===== src/rtl/dbus_pkg.sv =====
// ---------------------------------------------------------------------------
// dbus_pkg
// Shared definitions for the two-master data bus arbiter.
//   - dbus_state_e : arbiter FSM state encoding (IDLE, ACCESS, RESP)
//   - DBUS_IO_BASE : default first byte address mapped onto the GPIO block
//   - M_CPU/M_DBG  : master identifiers used for grant_id and last_grant
//   - isIoAddr     : address decode helper (unsigned compare against IO base)
// ---------------------------------------------------------------------------
package dbus_pkg;

    typedef enum logic [1:0] {
        ST_IDLE   = 2'd0,
        ST_ACCESS = 2'd1,
        ST_RESP   = 2'd2
    } dbus_state_e;

    localparam logic [31:0] DBUS_IO_BASE = 32'h0300_0000;

    localparam logic M_CPU = 1'b0;
    localparam logic M_DBG = 1'b1;

    // Everything at or above the IO base belongs to GPIO, so every address
    // decodes to exactly one slave and no error response is ever needed.
    function automatic logic isIoAddr(input logic [31:0] addr,
                                      input logic [31:0] ioBase);
        return (addr >= ioBase);
    endfunction

endpackage


===== src/rtl/dbus_rr_pick.sv =====
// ---------------------------------------------------------------------------
// dbus_rr_pick
// Chooses which master wins the bus when the arbiter is idle.
// Ports:
//   req_i         [1:0] in  request lines, bit 0 = CPU, bit 1 = loader/debug
//   last_grant_i        in  owner of the most recently completed transaction
//   grant_valid_o       out at least one master is requesting
//   grant_id_o          out winning master id
// Configuration:
//   ARB_M1_PRIO_EN defined   -> master 1 wins every conflict (fixed priority)
//   ARB_M1_PRIO_EN undefined -> conflicts alternate (round-robin)
// ---------------------------------------------------------------------------
module dbus_rr_pick
    import dbus_pkg::*;
(
    input  logic [1:0] req_i,
    input  logic       last_grant_i,
    output logic       grant_valid_o,
    output logic       grant_id_o
);

`ifdef ARB_M1_PRIO_EN
    // Fixed priority does not look at history; the input is kept on the
    // port so the arbiter is identical in both builds.
    logic unusedLastGrant;
    assign unusedLastGrant = last_grant_i;
`endif

    // A lone requester always wins. On a conflict the round-robin build
    // hands the bus to whoever did not have it last time, while the
    // priority build always favours the loader/debug port.
    always_comb begin
        grant_valid_o = |req_i;
        grant_id_o    = M_CPU;
        if (req_i == 2'b11) begin
`ifdef ARB_M1_PRIO_EN
            grant_id_o = M_DBG;
`else
            grant_id_o = ~last_grant_i;
`endif
        end else if (req_i[1]) begin
            grant_id_o = M_DBG;
        end
    end

endmodule


===== src/rtl/dbus_arbiter.sv =====
// ---------------------------------------------------------------------------
// dbus_arbiter
// Two-master arbiter and address decoder for the shared data bus. Each
// transaction runs IDLE -> ACCESS -> RESP and then returns to IDLE, so a
// request is acknowledged two cycles after it is sampled and at least one
// idle cycle separates transactions.
// Ports:
//   clk, reset                      clock, synchronous active-high reset
//   m0_req/we/addr/wdata  in        CPU load/store port request
//   m0_rdata/ack          out       CPU read data and one-cycle ack
//   m1_*                            same for the loader/debug port
//   mem_we/addr/wdata     out       data memory access (addr < IO_BASE)
//   mem_rdata             in        data memory read data
//   io_we/adr/wdata       out       GPIO register access (addr >= IO_BASE)
//   io_rdata              in        GPIO read data
//   bus_busy              out       high while in ACCESS or RESP
//   grant_id              out       owner of current/most recent transaction
// Parameters: IO_BASE (GPIO base byte address), IO_ADR_W (GPIO index width)
// Configuration: ARB_M1_PRIO_EN selects fixed master-1 priority on conflicts
// (handled inside dbus_rr_pick).
// ---------------------------------------------------------------------------
module dbus_arbiter
    import dbus_pkg::*;
#(
    parameter logic [31:0] IO_BASE  = DBUS_IO_BASE,
    parameter int          IO_ADR_W = 5
) (
    input  logic                clk,
    input  logic                reset,

    input  logic                m0_req,
    input  logic                m0_we,
    input  logic [31:0]         m0_addr,
    input  logic [31:0]         m0_wdata,
    output logic [31:0]         m0_rdata,
    output logic                m0_ack,

    input  logic                m1_req,
    input  logic                m1_we,
    input  logic [31:0]         m1_addr,
    input  logic [31:0]         m1_wdata,
    output logic [31:0]         m1_rdata,
    output logic                m1_ack,

    output logic                mem_we,
    output logic [31:0]         mem_addr,
    output logic [31:0]         mem_wdata,
    input  logic [31:0]         mem_rdata,

    output logic                io_we,
    output logic [IO_ADR_W-1:0] io_adr,
    output logic [31:0]         io_wdata,
    input  logic [31:0]         io_rdata,

    output logic                bus_busy,
    output logic                grant_id
);

    dbus_state_e state_q, state_d;

    logic        grantId_q;
    logic        lastGrant_q;
    logic        latWe_q;
    logic [31:0] latAddr_q;
    logic [31:0] latWdata_q;
    logic [31:0] m0Rdata_q;
    logic [31:0] m1Rdata_q;

    logic        grantValid;
    logic        pickId;
    logic        accessIsIo;
    logic [31:0] readValue;

    dbus_rr_pick uPick (
        .req_i         ({m1_req, m0_req}),
        .last_grant_i  (lastGrant_q),
        .grant_valid_o (grantValid),
        .grant_id_o    (pickId)
    );

    // Decode of the latched address and the value to hand back to the
    // master. Writes return zero so the master's rdata is well defined.
    assign accessIsIo = isIoAddr(latAddr_q, IO_BASE);
    assign readValue  = latWe_q    ? 32'd0 :
                        accessIsIo ? io_rdata : mem_rdata;

    // State register. Reset drops straight back to IDLE, which abandons any
    // transaction in flight without acknowledging it.
    always_ff @(posedge clk) begin
        if (reset) begin
            state_q <= ST_IDLE;
        end else begin
            state_q <= state_d;
        end
    end

    // Next-state logic. Requests are only looked at in IDLE, which is what
    // guarantees the idle gap between transactions: a request raised during
    // ACCESS or RESP simply waits.
    always_comb begin
        state_d = state_q;
        case (state_q)
            ST_IDLE:   if (grantValid) state_d = ST_ACCESS;
            ST_ACCESS: state_d = ST_RESP;
            ST_RESP:   state_d = ST_IDLE;
            default:   state_d = ST_IDLE;
        endcase
    end

    // Transaction datapath. The winner's command is captured at grant time
    // so the slave sees a stable access even though the master keeps
    // driving its own signals. Read data is captured into the owning
    // master's register at the end of ACCESS so it is valid alongside the
    // ack and keeps its value afterwards. last_grant starts at the debug
    // port so the CPU wins the first conflict after reset.
    always_ff @(posedge clk) begin
        if (reset) begin
            grantId_q   <= M_CPU;
            lastGrant_q <= M_DBG;
            latWe_q     <= 1'b0;
            latAddr_q   <= 32'd0;
            latWdata_q  <= 32'd0;
            m0Rdata_q   <= 32'd0;
            m1Rdata_q   <= 32'd0;
        end else begin
            case (state_q)
                ST_IDLE: begin
                    if (grantValid) begin
                        grantId_q <= pickId;
                        if (pickId == M_DBG) begin
                            latWe_q    <= m1_we;
                            latAddr_q  <= m1_addr;
                            latWdata_q <= m1_wdata;
                        end else begin
                            latWe_q    <= m0_we;
                            latAddr_q  <= m0_addr;
                            latWdata_q <= m0_wdata;
                        end
                    end
                end
                ST_ACCESS: begin
                    if (grantId_q == M_DBG) begin
                        m1Rdata_q <= readValue;
                    end else begin
                        m0Rdata_q <= readValue;
                    end
                end
                ST_RESP: begin
                    lastGrant_q <= grantId_q;
                end
                default: begin
                end
            endcase
        end
    end

    // Output decode. Slave strobes, addresses and data are only driven
    // during ACCESS and only towards the selected slave; everything else
    // sits at zero so at most one strobe is ever high. Acks are a single
    // RESP-cycle pulse to the owner of the transaction.
    always_comb begin
        mem_we    = 1'b0;
        mem_addr  = 32'd0;
        mem_wdata = 32'd0;
        io_we     = 1'b0;
        io_adr    = '0;
        io_wdata  = 32'd0;
        m0_ack    = 1'b0;
        m1_ack    = 1'b0;
        m0_rdata  = m0Rdata_q;
        m1_rdata  = m1Rdata_q;
        bus_busy  = (state_q != ST_IDLE);
        grant_id  = grantId_q;
        case (state_q)
            ST_ACCESS: begin
                if (accessIsIo) begin
                    io_we    = latWe_q;
                    io_adr   = latAddr_q[IO_ADR_W-1:0];
                    io_wdata = latWdata_q;
                end else begin
                    mem_we    = latWe_q;
                    mem_addr  = latAddr_q;
                    mem_wdata = latWdata_q;
                end
            end
            ST_RESP: begin
                m0_ack = (grantId_q == M_CPU);
                m1_ack = (grantId_q == M_DBG);
            end
            default: begin
            end
        endcase
    end

endmodule


===== config.mk =====
export PLATFORM = sky130hd
export DESIGN_NAME = dbus_arbiter
export DESIGN_NICKNAME = d
export VERILOG_FILES = /design/src/rtl/dbus_pkg.sv /design/src/rtl/dbus_rr_pick.sv /design/src/rtl/dbus_arbiter.sv
export SDC_FILE = /design/constraint.sdc
export NUM_CORES = 1
export LEC_CHECK = 0
export ABC_AREA = 1
export CAP_MARGIN = 10
export CORE_ASPECT_RATIO = 1.5
export CORE_MARGIN = 8
export CORE_UTILIZATION = 35
export CTS_CLUSTER_SIZE = 30
export DETAILED_ROUTE_END_ITERATION = 7
export MAX_ROUTING_LAYER = met4
export PLACE_DENSITY = 0.74
export SETUP_SLACK_MARGIN = 0.5
export SYNTH_ARGS = -nofsm -noshare
export SYNTH_HDL_FRONTEND = slang
export SYNTH_HIERARCHICAL = 1
export SYNTH_SLANG_ARGS = --single-unit

===== constraint.sdc =====
create_clock -name clk -period 3.63 [get_ports clk]
set_input_delay 0.363 -clock clk [delete_from_list [all_inputs] [get_ports clk]]
set_output_delay 0.363 -clock clk [all_outputs]
set_load 0.03 [all_outputs]

== Word level (Yosys, flattened, before mapping) ==
Cells that the tools add are included.

* Equality and inequality tests: 4
* Bitwise logic cells: 2
* Reductions and logical operators: 6
* Multiplexer cells: 23
* $lt $le $gt $ge: 1

{| class="wikitable"
|+ Operator list
! cell !! number
|-
| $mux W32 || 10
|-
| $ge A32 B26 Y1 const B || 1
|-
| $mux W5 || 2
|-
| $mux W1 || 9
|-
| $reduce_and A2 Y1 || 3
|-
| $eq A2 B2 Y1 const B || 2
|-
| $pmux W2 S2 || 1
|-
| $eq A2 B1 Y1 const B || 1
|-
| $logic_not A2 Y1 || 1
|-
| $mux W2 || 1
|-
| $ne A2 B2 Y1 const B || 1
|-
| $not A1 Y1 || 2
|-
| $reduce_bool A2 Y1 || 1
|-
| $reduce_or A2 Y1 || 1
|}

* Input bits: 198
* Output and inout bits: 171
* Word-level logic and storage cells: 44
* Flip-flop bits (word level): 133

== Logic depth before layout (Yosys ltp) ==
Gate-level depths: netlist (run 1).

* Depth after elaboration: 3
* Mapped depth: 8
* Depth with buffers taken out: 6

== Cells and area by module ==
The synthesis (run 1) kept the hierarchy.

{| class="wikitable"
|+ Modules (own cells, without submodules)
! module !! cells an instance !! times used !! sequential area each (um2) !! area an instance (um2)
|-
| dbus_arbiter || 970 || 1 || 2662.6 || 6720.2
|-
| dbus_rr_pick || 3 || 1 || 0.0 || 15.0
|}

== Least setup slack after synthesis (run 1) ==
No wires, ideal clock.

* Kind: register -> output
* From: register latAddr_q[31]
* To: output mem_addr[14]
* Arrival: 1.648 ns
* Buffers on the path: 1
* Path slack: 1.619 ns
* Required time: 3.267 ns
* Stages on the path, launching flop included: 7
* Cells stage by stage: dfxtp_1 > nor2_1 > nand2_1 > nor2_4 > inv_2 > buf_2 > nor3b_1

* Cells in the longest elaborated chain, start to end: 3

{| class="wikitable"
|+ RTL lines
! what !! RTL line !! RTL
|-
| start: declaration || dbus_arbiter.sv:64 || <nowiki>logic [31:0] latAddr_q;</nowiki>
|-
| start signal: assignment || dbus_arbiter.sv:132 || <nowiki>latAddr_q <= m1_addr;</nowiki>
|-
| start signal: assignment || dbus_arbiter.sv:136 || <nowiki>latAddr_q <= m0_addr;</nowiki>
|-
| $ge A32 B26 Y1 || dbus_pkg.sv:26 || <nowiki>return (addr >= ioBase);</nowiki>
|-
| $mux W32 || dbus_arbiter.sv:176 || <nowiki>if (accessIsIo) begin</nowiki>
|-
| $mux W32 || dbus_arbiter.sv:174 || <nowiki>case (state_q)</nowiki>
|-
| end: declaration || dbus_arbiter.sv:46 || <nowiki>output logic [31:0] mem_addr,</nowiki>
|}

No other way between the ends.

== Worst setup path in the final report (run 1) ==
* From: register state_q[1]
* To: output io_we

* Cells in the longest elaborated chain, start to end: 2

{| class="wikitable"
|+ RTL lines
! what !! RTL line !! RTL
|-
| start: declaration || dbus_arbiter.sv:59 || <nowiki>dbus_state_e state_q, state_d;</nowiki>
|-
| start signal: assignment || dbus_arbiter.sv:93 || <nowiki>state_q <= state_d;</nowiki>
|-
| $eq A2 B1 Y1 || dbus_arbiter.sv:174 ||
|-
| $mux W1 || dbus_arbiter.sv:174 ||
|-
| end: declaration || dbus_arbiter.sv:50 || <nowiki>output logic io_we,</nowiki>
|}

No other way between the ends.

==> results of run 1 <==
-- cell usage in the layout, fill, tap and decap left out, types with 2 or more instances in the layout --
master           instances
nand2_1                 36
nor3_2                  10
bufinv_16                5
dfxtp_1                133
o21ai_0                131
buf_4                   69
nor2_1                  72
nand3_1                 32
clkbuf_16               17
inv_2                    4
clkinv_4                 3
nor2_4                   3
a21oi_1                196
nor3_1                  66
nor3b_1                 21
inv_1                  136
clkdlybuf4s50_1        303
buf_12                   2
o21bai_1                32
conb_1                   6
clkinv_2                 3
-- Yosys cell counts --
cell / n
nand3_2: 1
or2_1: 1
buf_2: 35
inv_2: 3
conb_1: 1
nand3_1: 32
o21bai_1: 32
buf_1: 7
inv_1: 138
nor3b_1: 21
clkinv_1: 1
nor3_2: 10
nand2_4: 1
clkbuf_1: 41
o21ai_0: 131
nand2_1: 36
nor2_1: 72
nor2_2: 1
buf_4: 8
a21oi_1: 197
nor3_1: 66
nand2_2: 1
buf_6: 2
dfxtp_1: 133
nor2_4: 2
-- power by group through the flow --
stage	Clock [W]	Sequential, W	Combinational (W)
finish	0.00188	0.00167	0.00134
global route	0.00199	0.00169	0.00146
CTS	0.00192	0.00167	0.00135
detailed placement	0	0.00170	0.00134
global placement	0	0.00170	0.00133
floorplan	0	0.00180	0.000697
-- through the flow --
| step | power [W] | hold WS, ps | setup slack (ps) |
|---|---|---|---|
| after floorplan | 0.002492 | 435.4 | 1619 |
| after global placement | 0.003026 | 509.7 | 1122 |
| after detailed placement | 0.003043 | 522.5 | 1035 |
| after CTS | 0.004941 | 542.2 | 676.8 |
| after global routing | 0.005137 | 559.4 | 613.8 |
| final | 0.004896 | 537.8 | 746.7 |
-- kinds of logic after synthesis --
| group | after synthesis | synth area share, % |
|---|---|---|
| AO/OA/AOI/OAI | 360 | 27.94 |
| AND/OR/NAND/NOR | 244 | 18.06 |
| buffers and inverters | 235 | 14.42 |
| flip-flops | 133 | 39.53 |
| other | 1 | 0.05568 |
-- registers in the layout (all words and copies together), names as in the netlist --
| register | flops |
|---|---|
| latWdata_q | 32 |
| latAddr_q | 32 |
| lastGrant_q | 1 |
| m1_rdata | 32 |
| m0_rdata | 32 |
| grant_id | 1 |
| latWe_q | 1 |
| state_q | 2 |
-- layout make-up --
class | instances | area [um^2] | share of cell area [%]
clock inverter | 12 | 202.7 | 1.861
timing repair buffer | 374 | 3591 | 32.97
clock buffer | 19 | 442.9 | 4.066
antenna | 1 | 2.502 | 0.02297
sequential | 133 | 2663 | 24.44
multi-input combinational | 610 | 3137 | 28.80
tap | 256 | 320.3 | 2.941
inverter | 142 | 534.3 | 4.905
-- worst max path at each step --
stage,from,to,slack (ps)
finish,state_q[1]$_SDFFE_PP0P_,io_we,750
global route,state_q[1]$_SDFFE_PP0P_,io_we,610
CTS,state_q[1]$_SDFFE_PP0P_,io_we,680
detailed placement,m0_req,latAddr_q[21]$_SDFFE_PP0P_,1040
global placement,m0_req,latWdata_q[31]$_SDFFE_PP0P_,1120
floorplan,latAddr_q[31]$_SDFFE_PP0P_,mem_addr[14],1620
-- routing by layer --
| metal | track usage, % | share of wire, % | up-vias |
|---|---|---|---|
| li1 | - | - | 3825 |
| met1 | 23.03 | 39 | 3357 |
| met3 | 5.248 | 7.6 | 27 |
| met5 | - | 0 | - |
| met4 | 7.315 | 2.1 | 0 |
| met2 | 37.14 | 51 | 263 |
-- worst max-delay path, stage by stage, from the launching register on --
cell and delay (ps):
dfxtp_1 320, inv_2 90, nand2_4 470, nor3_1 490, clkdlybuf4s50_1 740
==> impl_metrics.py, run 1 <==
metrics = {
    "routing": {
        "dr_total_vias": 7472,
        "drc": 0,
        "route.detailed.wl_per_inst_um": 16.78,
        "routed_wl_um": 25960,
        "initialDrtViolationCount": 472,
        "drt_first_pass_iters": 5,
        "avgViaCountPerCell": 4.830,
        "ant_nets": 0,
    },
    "clocking": {
        "cts.hold.buffers_added": 0,
        "maximum_buffer_depth_of_the_clock_tree": 2,
        "cts_buffers": 17,
        "clk_pin_slew_worst_paths_ps": 60,
        "postCtsResizedCells": 0,
        "cts-htree-levels": 4,
        "clock_root_buffer": "clkbuf_16",
        "clock_sinks": 133,
        "cts_tree": "yes",
        "post_cts.repair.setup_buffers": 0,
        "later_pin_clock_latency_in_the_skew_report_ps": 410,
    },
    "logic_synthesis": {
        "post_synth.cell_area_avg_um2": 6.922,
        "yosysWarnings": 6,
        "synth-seq-cells": 133,
        "yosysSeqAreaShare_pct": 39.53,
        "synthesis.area_um2": 6735,
        "netlist_instances": 973,
        "synth_area_leaders": "dfxtp_1 40%, a21oi_1 15%, o21ai_0 9.7%, inv_1 7.7%, nor3_1 4.9%",
        "share_of_the_synthesized_area_in_the_top_cell_type_pct": 39.53,
        "yosysUniqueCellTypes": 25,
        "synth_top_area_cell": "dfxtp_1",
    },
    "placed_design": {
        "placed_cell_area_um2": 10240,
        "gp_congestion": 0.9111,
        "placed_cells": 1515,
        "portBuffers": 362,
        "hpwl_um": 19400,
    },
    "setup_path": {
        "timing.reg2reg.worst_path_depth": 6,
        "r2r_slack_ps": 1600,
        "r2r_end": "m0_rdata[21]$_SDFFE_PP0P_",
        "crit_fanout": 84,
        "worstSetupEndpointType": "primary output",
        "r2r_start": "state_q[1]$_SDFFE_PP0P_",
        "setup.worst_path.class": "reg -> out",
        "start_kind": "register",
        "crit_required_ps": 3270,
        "cp_data_arrival_time_ps": 2520,
    },
    "die": {
        "start_util_pct": 35.44,
        "core_area_um2": 19010,
        "floorplan.io_pins": 369,
        "floorplan.die.width_um": 129.3,
        "design.die.area_um2": 24030,
        "placementRows": 62,
        "floorplan.die.height_um": 185.9,
    },
    "cells_and_area": {
        "finalNonFillerCells": 1547,
        "post-route-util_pct": 57.31,
        "post-route-cell-area_um2": 10890,
        "layout.nets": 1476,
        "area_growth_syn_to_fin_pct": 61.73,
        "drive_above_1_share_pct": 9.535,
        "num-fill-cells": 1805,
    },
    "timing": {
        "slew_headroom_pct": 32.69,
        "setup-violations-final": 0,
        "rsz0062_at_grt": "no",
        "timing.fmax_mhz": 346.8,
        "finClkSkew_ps": 11.88,
        "setup_total_negative_slack_ps": 0,
        "layout_min_cycle_time_ps": 2883,
        "timing_worst_slew_pin_value_ps": 1008,
        "timing.final.crit_share_pct": 79.43,
        "hold_violations": 0,
        "finalMaxSlewViolations": 0,
    },
    "pwr": {
        "power.density_nw_per_um2": 449.4,
        "p_sw_share_pct": 31.11,
        "vdd.ir_drop.worst_mv": 0.2690,
        "cell_internal_pwr_w": 0.003372,
        "pwr-share-seq_pct": 34.2,
        "net-switching-power_w": 0.001523,
        "pwr-share-clk_pct": 38.4,
        "static-leakage-power_nw": 4.525,
        "p_comb_share_pct": 27.4,
    },
    "min_path": {
        "whs_path_depth": 2,
        "worstHoldEndpoint": "latAddr_q[13]$_SDFFE_PP0P_",
        "hold_start": "latAddr_q[13]$_SDFFE_PP0P_",
        "holdCritPathClass": "reg -> reg",
    },
    "run_status": {
        "run_status": "finished clean",
    },
    "grt": {
        "pin_count_of_the_biggest_net_entering_global_routing": 85,
        "via_count_of_the_first_global_routing_pass": 7345,
        "grt_pass1_wl_um": 39240,
        "global_route.usage.total_pct": 21.31,
        "antenna_found_initial": 1,
        "grt_overflow_total": 0,
    },
    "flow_run": {
        "max-cap-violations": 0,
    },
}
Note: power is estimated with default switching activity, not from simulation.
==> run 2: changes to the inputs <==
==> constraint.sdc (replaced) <==
create_clock -name clk -period 2.7 [get_ports clk]
set_input_delay 0.27 -clock clk [delete_from_list [all_inputs] [get_ports clk]]
set_output_delay 0.27 -clock clk [all_outputs]
set_load 0.03 [all_outputs]
==> impl_metrics.py, run 2 (synthesis gave the netlist of run 1 again) <==
metrics = {
    "run_status": {
        "run_status": "finished clean",
    },
    "placed_design": {
        "gp_congestion": 0.9248,
        "portBuffers": 362,
        "hpwl_um": 19780,
        "placed_cell_area_um2": 10350,
    },
    "routing": {
        "route.detailed.wl_per_inst_um": 16.92,
        "ant_nets": 0,
        "drc": 0,
        "avgViaCountPerCell": 4.815,
        "drt_first_pass_iters": 6,
        "initialDrtViolationCount": 413,
        "routed_wl_um": 26390,
        "dr_total_vias": 7507,
    },
    "pwr": {
        "vdd.ir_drop.worst_mv": 0.2922,
        "power.density_nw_per_um2": 610.0,
        "static-leakage-power_nw": 4.692,
        "power.total_w": 0.006670,
    },
    "clocking": {
        "cts_buffers": 17,
        "maximum_buffer_depth_of_the_clock_tree": 2,
        "clk_pin_slew_worst_paths_ps": 60,
        "clock_sinks": 133,
        "cts_tree": "yes",
        "cts-htree-levels": 4,
        "cts.hold.buffers_added": 0,
        "clock_root_buffer": "clkbuf_16",
        "later_pin_clock_latency_in_the_skew_report_ps": 400,
    },
    "grt": {
        "grt_overflow_total": 0,
        "via_count_of_the_first_global_routing_pass": 7129,
        "pin_count_of_the_biggest_net_entering_global_routing": 82,
        "antenna_found_initial": 1,
        "global_route.usage.total_pct": 21.27,
        "grt_pass1_wl_um": 38940,
    },
    "setup_path": {
        "setup.worst_path.class": "reg -> out",
        "start_kind": "register",
        "crit_slowest_cell": "dlygate4sd2_1",
        "crit_fanout": 4,
        "critPathMostFrequentCell": "buf_4",
        "cp_data_arrival_time_ps": 1970,
        "worstSetupEndpointType": "primary output",
        "timing.critical_path.cells": "nand2_1, nand2_2, nor2_4, buf_4, buf_4, nor3_1, dlygate4sd2_1",
        "critical_path.n_buffers_inverters": 3,
        "critPathMaxStageDelay_ps": 460,
        "cp_top_family": "buffers and inverters",
        "crit_required_ps": 2430,
    },
    "min_path": {
        "holdCritPathClass": "in -> reg",
    },
    "die": {
        "placementRows": 62,
        "design.die.area_um2": 24030,
        "floorplan.die.height_um": 185.9,
        "floorplan.die.width_um": 129.3,
        "core_area_um2": 19010,
        "start_util_pct": 35.44,
        "floorplan.io_pins": 369,
    },
    "timing": {
        "timing.final.crit_share_pct": 83.03,
        "timing_worst_slew_pin_value_ps": 690.0,
        "setup-violations-final": 0,
        "finalMaxSlewViolations": 0,
        "finClkSkew_ps": 14.81,
        "hold_violations": 0,
        "setup_total_negative_slack_ps": 0,
        "timing.fmax_mhz": 446.1,
        "slew_headroom_pct": 54.00,
        "rsz0062_at_grt": "yes",
        "layout_min_cycle_time_ps": 2242,
    },
    "cells_and_area": {
        "area_growth_syn_to_fin_pct": 62.34,
        "most-common-layout-cells": "265 x clkdlybuf4s50_1, 196 x a21oi_1, 136 x inv_1",
        "num-fill-cells": 1800,
        "post-route-cell-area_um2": 10930,
        "final-seq-area_um2": 2663,
        "leading_cell_type_in_the_layout_fill_and_taps_excluded": "clkdlybuf4s50_1",
        "multiInputGateArea_um2": 3189,
        "drive_above_1_share_pct": 13.59,
        "layout.nets": 1487,
    },
    "flow_run": {
        "max-cap-violations": 0,
    },
}
run 2: cell types whose count changed in the layout (fill, tap and decap cells not counted), moves of 4 or more:
| cell | delta |
|---|---|
| buf_12 | +5 |
| buf_4 | +4 |
| clkbuf_2 | +33 |
| clkdlybuf4s50_1 | -38 |
| inv_6 | +5 |
| nor3_1 | -4 |
| nor3b_1 | -4 |
| nor3b_2 | +4 |
run 2: worst reg2reg max path: cells and delay by family (launching register included):
family,cells,cell delay [ps]
AOI/OAI and AO/OA,1,100
buffers and inverters,3,580
DFF,1,310
and+or+nand+nor,5,690
run 2: final cells by class:
class                           count  area share [%]
Sequential cell                   133           24.35
Multi-Input combinational cell    610           29.17
Clock buffer                       19           3.959
Antenna cell                        1         0.02289
Timing Repair Buffer              385           32.64
Clock inverter                     13           2.003
Tap cell                          256           2.929
Inverter                          142           4.932
run 2: report_power, final:
group | switching (W) | internal [W]
sequential | 0.0000920 | 0.00216
combinational | 0.00111 | 0.000747
clock | 0.000902 | 0.00166
total | 0.00211 | 0.00456
run 2: worst paths after layout:
check	from	end	slack, ps	cells after the start
setup reg to reg	latAddr_q[28]$_SDFFE_PP0P_	m1_rdata[1]$_SDFFE_PP0P_	890	9
hold reg to reg	latWdata_q[26]$_SDFFE_PP0P_	latWdata_q[26]$_SDFFE_PP0P_	540	2
setup / recovery	latAddr_q[24]$_SDFFE_PP0P_	io_wdata[31]	460	7
hold / removal	m1_addr[1]	latAddr_q[1]$_SDFFE_PP0P_	510	3
run 2: metrics by stage:
step | instances | utilization, % | hold slack (ps) | setup WS (ps)
2_1_floorplan | 978 | - | 342.4 | 781.7
3_3_place_gp | 1523 | 54.48 | 511.3 | 629.5
3_5_place_dp | 1523 | 54.48 | 522.6 | 582.6
4_1_cts | 1557 | 57.85 | 490.0 | 225.2
5_1_grt | 1559 | 57.53 | 512.3 | 377.2
6_report | 1559 | 57.53 | 514.5 | 458.2
run 2: repair_timing:
| action | in CTS | in global routing |
|---|---|---|
| setup endpoints to repair | 72 | 61 |
| pin swaps | 0 | 1 |
| resized for setup | 47 | 117 |
| setup buffers | 2 | 1 |
run 2: metal layers:
layer / up-vias / part of all wire, % / routed length [um] / GRT usage [%]
li1: 3837 / - / - / -
met4: 0 / 2.7 / 718 / 8.400
met2: 262 / 52 / 13610 / 37.25
met5: - / 0 / 0 / -
met3: 37 / 8.1 / 2138 / 5.621
met1: 3371 / 38 / 9917 / 22.19
